**config.mk**
```make
export PLATFORM = sky130hd
export DESIGN_NAME = uart_rx
export DESIGN_NICKNAME = d
export VERILOG_FILES = /design/src/rtl/uart_pkg.sv /design/src/rtl/rx_sync.sv /design/src/rtl/uart_rx.sv
export SDC_FILE = /design/constraint.sdc
export NUM_CORES = 1
export LEC_CHECK = 0
export ABC_AREA = 1
export CELL_PAD_IN_SITES_DETAIL_PLACEMENT = 1
export CELL_PAD_IN_SITES_GLOBAL_PLACEMENT = 1
export CORE_UTILIZATION = 38
export CTS_CLUSTER_DIAMETER = 120
export DETAILED_ROUTE_END_ITERATION = 8
export MAX_ROUTING_LAYER = met4
export PLACE_DENSITY = 0.77
export SKIP_CTS_REPAIR_TIMING = 1
export SYNTH_ARGS = -nofsm -noshare
export SYNTH_HDL_FRONTEND = slang
export SYNTH_SLANG_ARGS = --single-unit
export TNS_END_PERCENT = 20
```
**constraint.sdc**
```tcl
create_clock -name i_clock -period 1.5 [get_ports i_clock]
set_clock_uncertainty 0.15 [all_clocks]
set_input_delay 0.3 -clock i_clock [delete_from_list [all_inputs] [get_ports i_clock]]
set_output_delay 0.3 -clock i_clock [all_outputs]
set_load 0.01 [all_outputs]
```
**src/rtl/uart_pkg.sv**
```systemverilog
// -----------------------------------------------------------------------------
// uart_pkg
// Shared definitions for the UART blocks (uart_rx now, uart_tx later):
//   - OVERSAMPLE     : baud-tick oversampling factor (16x)
//   - DEF_DATA_NBITS : default data bits per frame
//   - DEF_SB_TICKS   : default oversampling ticks per stop period (16 = 1 stop bit)
//   - uart_state_t   : receiver/transmitter FSM state encoding
//   - tick_cnt_width : width of the per-bit tick counter for a given stop length
// -----------------------------------------------------------------------------
package uart_pkg;

   localparam int OVERSAMPLE     = 16;
   localparam int DEF_DATA_NBITS = 8;
   localparam int DEF_SB_TICKS   = 16;

   typedef enum logic [1:0] {
      IDLE  = 2'd0,
      START = 2'd1,
      DATA  = 2'd2,
      STOP  = 2'd3
   } uart_state_t;

   // The tick counter is 4 bits for a normal 16-tick bit; it only grows when a
   // stop period longer than one bit (e.g. 32 ticks = 2 stop bits) is requested.
   function automatic int tick_cnt_width(input int sb_ticks);
      return (sb_ticks > OVERSAMPLE) ? $clog2(sb_ticks) : $clog2(OVERSAMPLE);
   endfunction

endpackage

```
**src/rtl/rx_sync.sv**
```systemverilog
// -----------------------------------------------------------------------------
// rx_sync
// Two-flop synchronizer for the asynchronous serial line. Both flops reset to 1
// so the receiver sees an idle line out of reset and never a false start bit.
// Ports:
//   clock   : system clock, rising edge
//   reset_n : asynchronous active-low reset
//   line    : asynchronous serial input (idle high)
//   line_s  : synchronized copy of line, two clock cycles later
// -----------------------------------------------------------------------------
module rx_sync (
   input  logic clock,
   input  logic reset_n,
   input  logic line,
   output logic line_s
);

   logic meta;

   // NOTE: sequential state is always written with non-blocking assignments so
   // the second flop captures the first flop's old value, giving a true 2-stage chain.
   always_ff @(posedge clock or negedge reset_n) begin
      if (!reset_n) begin
         meta   <= 1'b1;
         line_s <= 1'b1;
      end else begin
         meta   <= line;
         line_s <= meta;
      end
   end

endmodule

```
**src/rtl/uart_rx.sv**
```systemverilog
// -----------------------------------------------------------------------------
// uart_rx
// 16x-oversampling UART receiver. The line is synchronized, a start bit is
// confirmed at its middle, each data bit is sampled at mid-bit (LSB first) and
// the stop period is checked at its end sample. Every completed frame, good or
// bad, delivers its data word and a one-cycle done pulse.
// Parameters:
//   DATA_NBITS : data bits per frame
//   SB_TICKS   : oversampling ticks in the stop period (16 = 1 bit, 32 = 2 bits)
// Ports:
//   i_clock       : system clock, rising edge
//   i_reset_n     : asynchronous active-low reset
//   i_tick        : one-cycle strobe at 16x the baud rate
//   i_rx          : asynchronous serial line, idle high
//   o_data        : last received word
//   o_rx_done     : one-cycle pulse when a frame completes
//   o_frame_error : stop bit was sampled low in the last completed frame
// -----------------------------------------------------------------------------
module uart_rx
   import uart_pkg::*;
#(
   parameter int DATA_NBITS = DEF_DATA_NBITS,
   parameter int SB_TICKS   = DEF_SB_TICKS
) (
   input  logic                  i_clock,
   input  logic                  i_reset_n,
   input  logic                  i_tick,
   input  logic                  i_rx,
   output logic [DATA_NBITS-1:0] o_data,
   output logic                  o_rx_done,
   output logic                  o_frame_error
);

   localparam int S_W = tick_cnt_width(SB_TICKS);
   localparam int N_W = (DATA_NBITS > 1) ? $clog2(DATA_NBITS) : 1;

   // Tick counts at which the FSM acts: middle of the start bit, end of a data
   // bit period (which lands mid-bit because timing starts mid-start-bit), and
   // the end of the stop period.
   localparam logic [S_W-1:0] S_MID  = S_W'(OVERSAMPLE / 2 - 1);
   localparam logic [S_W-1:0] S_BIT  = S_W'(OVERSAMPLE - 1);
   localparam logic [S_W-1:0] S_STOP = S_W'(SB_TICKS - 1);
   localparam logic [N_W-1:0] N_LAST = N_W'(DATA_NBITS - 1);

   logic                  rx_s;
   uart_state_t           state, state_next;
   logic [S_W-1:0]        s, s_next;
   logic [N_W-1:0]        n, n_next;
   logic [DATA_NBITS-1:0] shreg, shreg_next;
   logic [DATA_NBITS-1:0] data_next;
   logic                  done_next;
   logic                  ferr_next;

   rx_sync u_rx_sync (
      .clock   (i_clock),
      .reset_n (i_reset_n),
      .line    (i_rx),
      .line_s  (rx_s)
   );

   always_ff @(posedge i_clock or negedge i_reset_n) begin
      if (!i_reset_n) begin
         state         <= IDLE;
         s             <= '0;
         n             <= '0;
         shreg         <= '0;
         o_data        <= '0;
         o_rx_done     <= 1'b0;
         o_frame_error <= 1'b0;
      end else begin
         state         <= state_next;
         s             <= s_next;
         n             <= n_next;
         shreg         <= shreg_next;
         o_data        <= data_next;
         o_rx_done     <= done_next;
         o_frame_error <= ferr_next;
      end
   end

   always_comb begin
      // NOTE: every next value defaults to its current value before the case,
      // so no path through the logic leaves one unassigned and no latch is inferred.
      state_next = state;
      s_next     = s;
      n_next     = n;
      shreg_next = shreg;
      data_next  = o_data;
      done_next  = 1'b0;
      ferr_next  = o_frame_error;

      case (state)
         IDLE: begin
            // Start detection is level-based and tick-independent, so a line
            // still low after a bad stop bit re-enters START at once (break).
            if (!rx_s) begin
               state_next = START;
               s_next     = '0;
            end
         end

         START: begin
            if (i_tick) begin
               if (s == S_MID) begin
                  if (!rx_s) begin
                     state_next = DATA;
                     s_next     = '0;
                     n_next     = '0;
                  end else begin
                     // Line is high again at mid-start: it was a glitch.
                     state_next = IDLE;
                  end
               end else begin
                  s_next = s + 1'b1;
               end
            end
         end

         DATA: begin
            if (i_tick) begin
               if (s == S_BIT) begin
                  s_next     = '0;
                  shreg_next = {rx_s, shreg[DATA_NBITS-1:1]};
                  if (n == N_LAST) begin
                     state_next = STOP;
                  end else begin
                     n_next = n + 1'b1;
                  end
               end else begin
                  s_next = s + 1'b1;
               end
            end
         end

         STOP: begin
            if (i_tick) begin
               if (s == S_STOP) begin
                  state_next = IDLE;
                  data_next  = shreg;
                  done_next  = 1'b1;
                  ferr_next  = ~rx_s;
               end else begin
                  s_next = s + 1'b1;
               end
            end
         end

         default: state_next = IDLE;
      endcase
   end

endmodule

```
* Word level (Yosys, flattened, before mapping)
Index checks and enable logic that the tools add are counted.
** Storage, ports and cells
- Flip-flop bits (word level) :: 29
- Input port bits :: 4
- Output and inout port bits :: 10
- Logic and storage cells :: 64
** Operators by class
- Add/sub/neg operators :: 2
- Equal/unequal tests :: 17
- Mux-type cells :: 28
- Bitwise logic cells :: 1
- Reduce and logical (&&, ||, !) cells :: 7
** Operator list (number)
- 2-to-1 mux 4 bit :: 7
- != test 2 bit (second input constant) :: 11
- 2-to-1 mux 2 bit :: 9
- 2-to-1 mux 3 bit :: 6
- case mux 4 bit (4 select lines) :: 1
- case mux 2 bit (4 select lines) :: 1
- AND reduction 8 bit :: 1
- AND reduction 7 bit :: 1
- case mux 3 bit (2 select lines) :: 1
- AND reduction 3 bit :: 2
- adder 4 x 1 -> 4 bit (second input constant) :: 1
- equality test 2 bit (second input constant) :: 2
- equality test 4 x 3 -> 1 bit (second input constant) :: 1
- equality test 4 bit (second input constant) :: 1
- AND reduction 4 bit :: 1
- adder 3 x 1 -> 3 bit (second input constant) :: 1
- equality test 3 bit (second input constant) :: 1
- 2-to-1 mux 1 bit :: 3
- equality test 2 x 1 -> 1 bit (second input constant) :: 1
- logical NOT 2 bit :: 1
- nonzero test 2 bit :: 1
- NOT 1 bit :: 1

* Depth between registers and ports, before layout
- Depth after elaboration :: 5
- Depth in mapped cells :: 9
- Gate-level depth less buffers :: 9

* Cells and area by module
Synthesis repeated with hierarchy kept, for this count alone.
** Unflattened totals
- Cells, all modules :: 160
- Area, all modules :: 1355.0 um^2
** By module, submodules not included
- uart_rx :: instances 1, cells an instance 158, area each 1302.5 um^2
- rx_sync :: instances 1, cells an instance 2, area each 52.6 um^2

* Least setup slack after synthesis
Ideal clock, no wire load.
- Kind :: register to register
- Start point :: register s[0]
- End point :: register o_data[5]
- Setup time :: 0.118 ns
- Arrival :: 1.203 ns
- Data required time :: 1.232 ns
- Slack :: 0.029 ns
- Stages on the path, launching flop included :: 8
- Buffers on the path :: 1
- Cells stage by stage :: dfrtp_1 > ha_1 > nand3_1 > nor2_2 > nand2_2 > buf_6 > nand2_1 > o21ai_2
** Between the ends
- Word-level cells in the longest chain between the ends :: 2
** Ends and longest elaborated chain
- start: declaration :: RTL line uart_rx.sv:47 : logic [S_W-1:0] s, s_next;
- start signal: assignment :: RTL line uart_rx.sv:72 : s <= s_next;
- equality test 4 bit :: RTL line uart_rx.sv:137 : if (s == S_STOP) begin
- AND reduction 3 bit (no source line)
- end signal: assignment :: RTL line uart_rx.sv:75 : o_data <= data_next;
- end: declaration :: RTL line uart_rx.sv:29 : output logic [DATA_NBITS-1:0] o_data,
No other way between the ends.
A chain may end at the register's enable or synchronous reset.

==> impl_metrics.tcl <==
set metrics [dict create \
    via_count 1095 \
    arrival_ns 1.63 \
    worstSetupEndpointType "flop" \
    drt-pass1-iter-count 3 \
    die_height_um 61.5 \
    ys_seq_area_share_pct 54.1 \
    htree_num_levels 2 \
    dpl_worst_slack_ns -0.325 \
    wl_um 3310 \
    layout-drive-gt1-share_pct 33.7 \
    unrepaired_setup_endpoints_after_global_routing "true" \
    power_per_cell_area_nw_per_um2 1250 \
    peakVddDrop_mv 0.652 \
    layout.nets 187 \
    yosys_most_used_dff "sky130_fd_sc_hd__dfrtp_1" \
    critPathRequiredTime_ns 1.57 \
    netlist_top_cells_area "sky130_fd_sc_hd__dfrtp_1 50%, sky130_fd_sc_hd__nand2_1 13%, sky130_fd_sc_hd__o21ai_1 5.9%, sky130_fd_sc_hd__o21ai_2 5.2%, sky130_fd_sc_hd__inv_1 4.7%" \
    worst-setup-path-type "reg2reg" \
    cp_common_cell "sky130_fd_sc_hd__nand2_1" \
    largest_buffer_count_on_any_clock_path 2 \
    timing.final.hold_violations 0 \
    clk_latency_ns 0.32 \
    synth_async_reset_ratio_pct 100 \
    numCtsBuffers 5 \
    static-leakage-power_nw 0.979 \
    synth_top_area_share_pct 50.2 \
    die_x_um 61.5 \
    initial_utilization_pct 40.0 \
    tritoncts "done" \
    post_synthesis_net_count 159 \
    dieArea_um2 3780 \
    min_path_type "in2async" \
    outcome "complete, but fails checks" \
    finalCriticalPeriod_ns 1.57 \
    synth_enable_flop_cells 0 \
    top_level_ports 14 \
    drv_slew 0 \
    failed_checks "negative setup slack" \
    finalSetupViolations 6 \
    post-route-worst-setup-slack_ns -0.0668 \
    detailed_place_hpwl_um 2160 \
    antenna_found_initial 0 \
    port_buffers 13 \
    finish.cell_count_without_fillers 227 \
    gp_congestion 0.882 \
    flip_flop_and_latch_count_after_synthesis 29 \
    core.rowCount 21 \
    critical_path.max_stage_delay_ns 0.43 \
    avgRoutedWirePerCell_um 14.6 \
    gr-usage-all-layers_pct 19.2 \
    n_antenna_cell 0 \
    slew_headroom_pct 80.5 \
    globalRoute.totalOverflow 0 \
    first_pass_grt_wire_length_um 4930 \
    whs_ns 0.174 \
    antenna_violating_nets_post_route 0 \
    max-cap-violations 0 \
    synthesis.area_per_instance_um2 8.86 \
    startpoint_type "flop" \
    root_buffer "sky130_fd_sc_hd__clkbuf_4" \
    post-route-period-util_pct 104 \
    first_global_vias 1084 \
    yosys-top-cells-count "47 x sky130_fd_sc_hd__nand2_1, 27 x sky130_fd_sc_hd__dfrtp_1, 17 x sky130_fd_sc_hd__inv_1" \
    core_region_area_um2 3360 \
    register_clock_pin_slew_on_the_reported_worst_setup_and_hold_paths_ns 0.10 \
    post_place_cells 216 \
    synthMostInstantiatedCell "sky130_fd_sc_hd__nand2_1" \
    synth_cells 152 \
    path_max_fanout 3 \
    netlist.top_cell.by_area "sky130_fd_sc_hd__dfrtp_1" \
    routed_via_density 4.82 \
    clkSinkCount 29 \
    first_iter_violations 23 \
    cpMaxStageDelayCell "sky130_fd_sc_hd__dfrtp_1" \
    grt_start_max_net_pins 30 \
    area_delta_synth_final_pct 34.6 \
    post-route-drc-count 0 \
    ys_warn_count 0 \
    synth_cell_types 21 \
    crit_chain "ha_4 > buf_6 > nand4_1 > nand2_1 > nand4_1 > nand2_1 > nand2_1" \
    mappedNetlistArea_um2 1350 \
    achievable-frequency_mhz 638 \
    tightest_slew_ns 0.293 \
]
layout make-up:
class	count	area, um2
fill	411	1550
inverter	21	78.8
multi-input combinational	98	599
clock buffer	8	58.8
tap	46	57.6
timing repair buffer	25	287
sequential	29	731
placed cells by master, fill, tap and decap left out:
cell type	n
sky130_fd_sc_hd__nor2_2	3
sky130_fd_sc_hd__dfstp_2	2
sky130_fd_sc_hd__nand3_1	2
sky130_fd_sc_hd__a21oi_1	2
sky130_fd_sc_hd__clkdlybuf4s50_1	3
sky130_fd_sc_hd__buf_6	1
sky130_fd_sc_hd__ha_4	1
sky130_fd_sc_hd__buf_4	8
sky130_fd_sc_hd__dfrtp_2	2
sky130_fd_sc_hd__nand3_4	3
sky130_fd_sc_hd__dfrtp_1	25
sky130_fd_sc_hd__o21ai_1	14
sky130_fd_sc_hd__dlymetal6s2s_1	10
sky130_fd_sc_hd__nand4_1	3
sky130_fd_sc_hd__inv_1	15
sky130_fd_sc_hd__nand2_1	38
sky130_fd_sc_hd__clkbuf_4	5
sky130_fd_sc_hd__xor2_1	1
sky130_fd_sc_hd__inv_2	6
sky130_fd_sc_hd__clkbuf_1	2
sky130_fd_sc_hd__ha_2	2
sky130_fd_sc_hd__nand3_2	2
sky130_fd_sc_hd__nor2_4	1
sky130_fd_sc_hd__buf_12	3
sky130_fd_sc_hd__clkbuf_8	1
sky130_fd_sc_hd__o211ai_1	1
sky130_fd_sc_hd__nor2_1	3
sky130_fd_sc_hd__nand2_2	11
sky130_fd_sc_hd__nor2b_1	1
sky130_fd_sc_hd__o21ai_2	10
flip-flops by register name, indices dropped and copies added (netlist names), named ones only:
register,cells
o_data,8
n,3
o_rx_done,1
u_rx_sync.meta,1
state,1
shreg,8
o_frame_error,1
s,4
u_rx_sync.line_s,1
path summary, 6_finish.rpt:
kind / cells after the start / end / slack (ns) / startpoint
min reg2reg: 0 / u_rx_sync.line_s$_DFF_PN1_ / 0.21 / u_rx_sync.meta$_DFF_PN1_
max reg2reg: 7 / flop / -0.07 / s[1]$_DFFE_PN0P_
min in group i_clock: 0 / u_rx_sync.line_s$_DFF_PN1_ / 0.21 / u_rx_sync.meta$_DFF_PN1_
max: 7 / flop / -0.07 / s[1]$_DFFE_PN0P_
min: 2 / async pin / 0.17 / i_reset_n
max in group asynchronous: 2 / u_rx_sync.meta$_DFF_PN1_ / 0.79 / i_reset_n
worst max-delay path: cells and delay by family, from the launching register on:
family,cells,cell delay [ns]
flip-flops,1,0.43
buffers and inverters,1,0.10
adder cells (fa/ha/maj),1,0.19
AND/OR/NAND/NOR,5,0.57
metal layers:
| layer | GRT usage [%] | wire [um] | vias to the layer above |
|---|---|---|---|
| met3 | 5.88 | 111 | 2 |
| met1 | 20.6 | 1390 | 539 |
| met4 | 6.67 | 29 | 0 |
| met5 | - | 0 | - |
| li1 | - | - | 539 |
| met2 | 33.5 | 1780 | 15 |
where the power goes:
group	internal, mW	total, mW	switching, mW
Sequential	0.871	1.02	0.152
Clock	0.231	0.498	0.267
Combinational	0.317	0.747	0.431
per-stage QoR:
stage	instance area, um2	utilization (%)	power (mW)	TNS [ns]
3_3_place_gp	1600	47.7	1.53	-2.47
3_5_place_dp	1600	47.7	1.58	-3.48
6_report	1810	53.9	2.27	-0.222
2_1_floorplan	1350	-	1.38	0
4_1_cts	1660	49.4	2.09	-2.48
5_1_grt	1810	53.9	2.41	-0.957
kinds of logic after synthesis:
kind of cell | Yosys count | share of synthesized area (%)
adder cells (fa/ha/maj) | 3 | 2.79
AND/OR/NAND/NOR | 67 | 21.6
flip-flops | 29 | 54.1
XOR/XNOR | 1 | 0.651
AO/OA/AOI/OAI | 27 | 12.5
buffers and inverters | 25 | 8.46
Note: power is estimated with default switching activity, not from simulation.
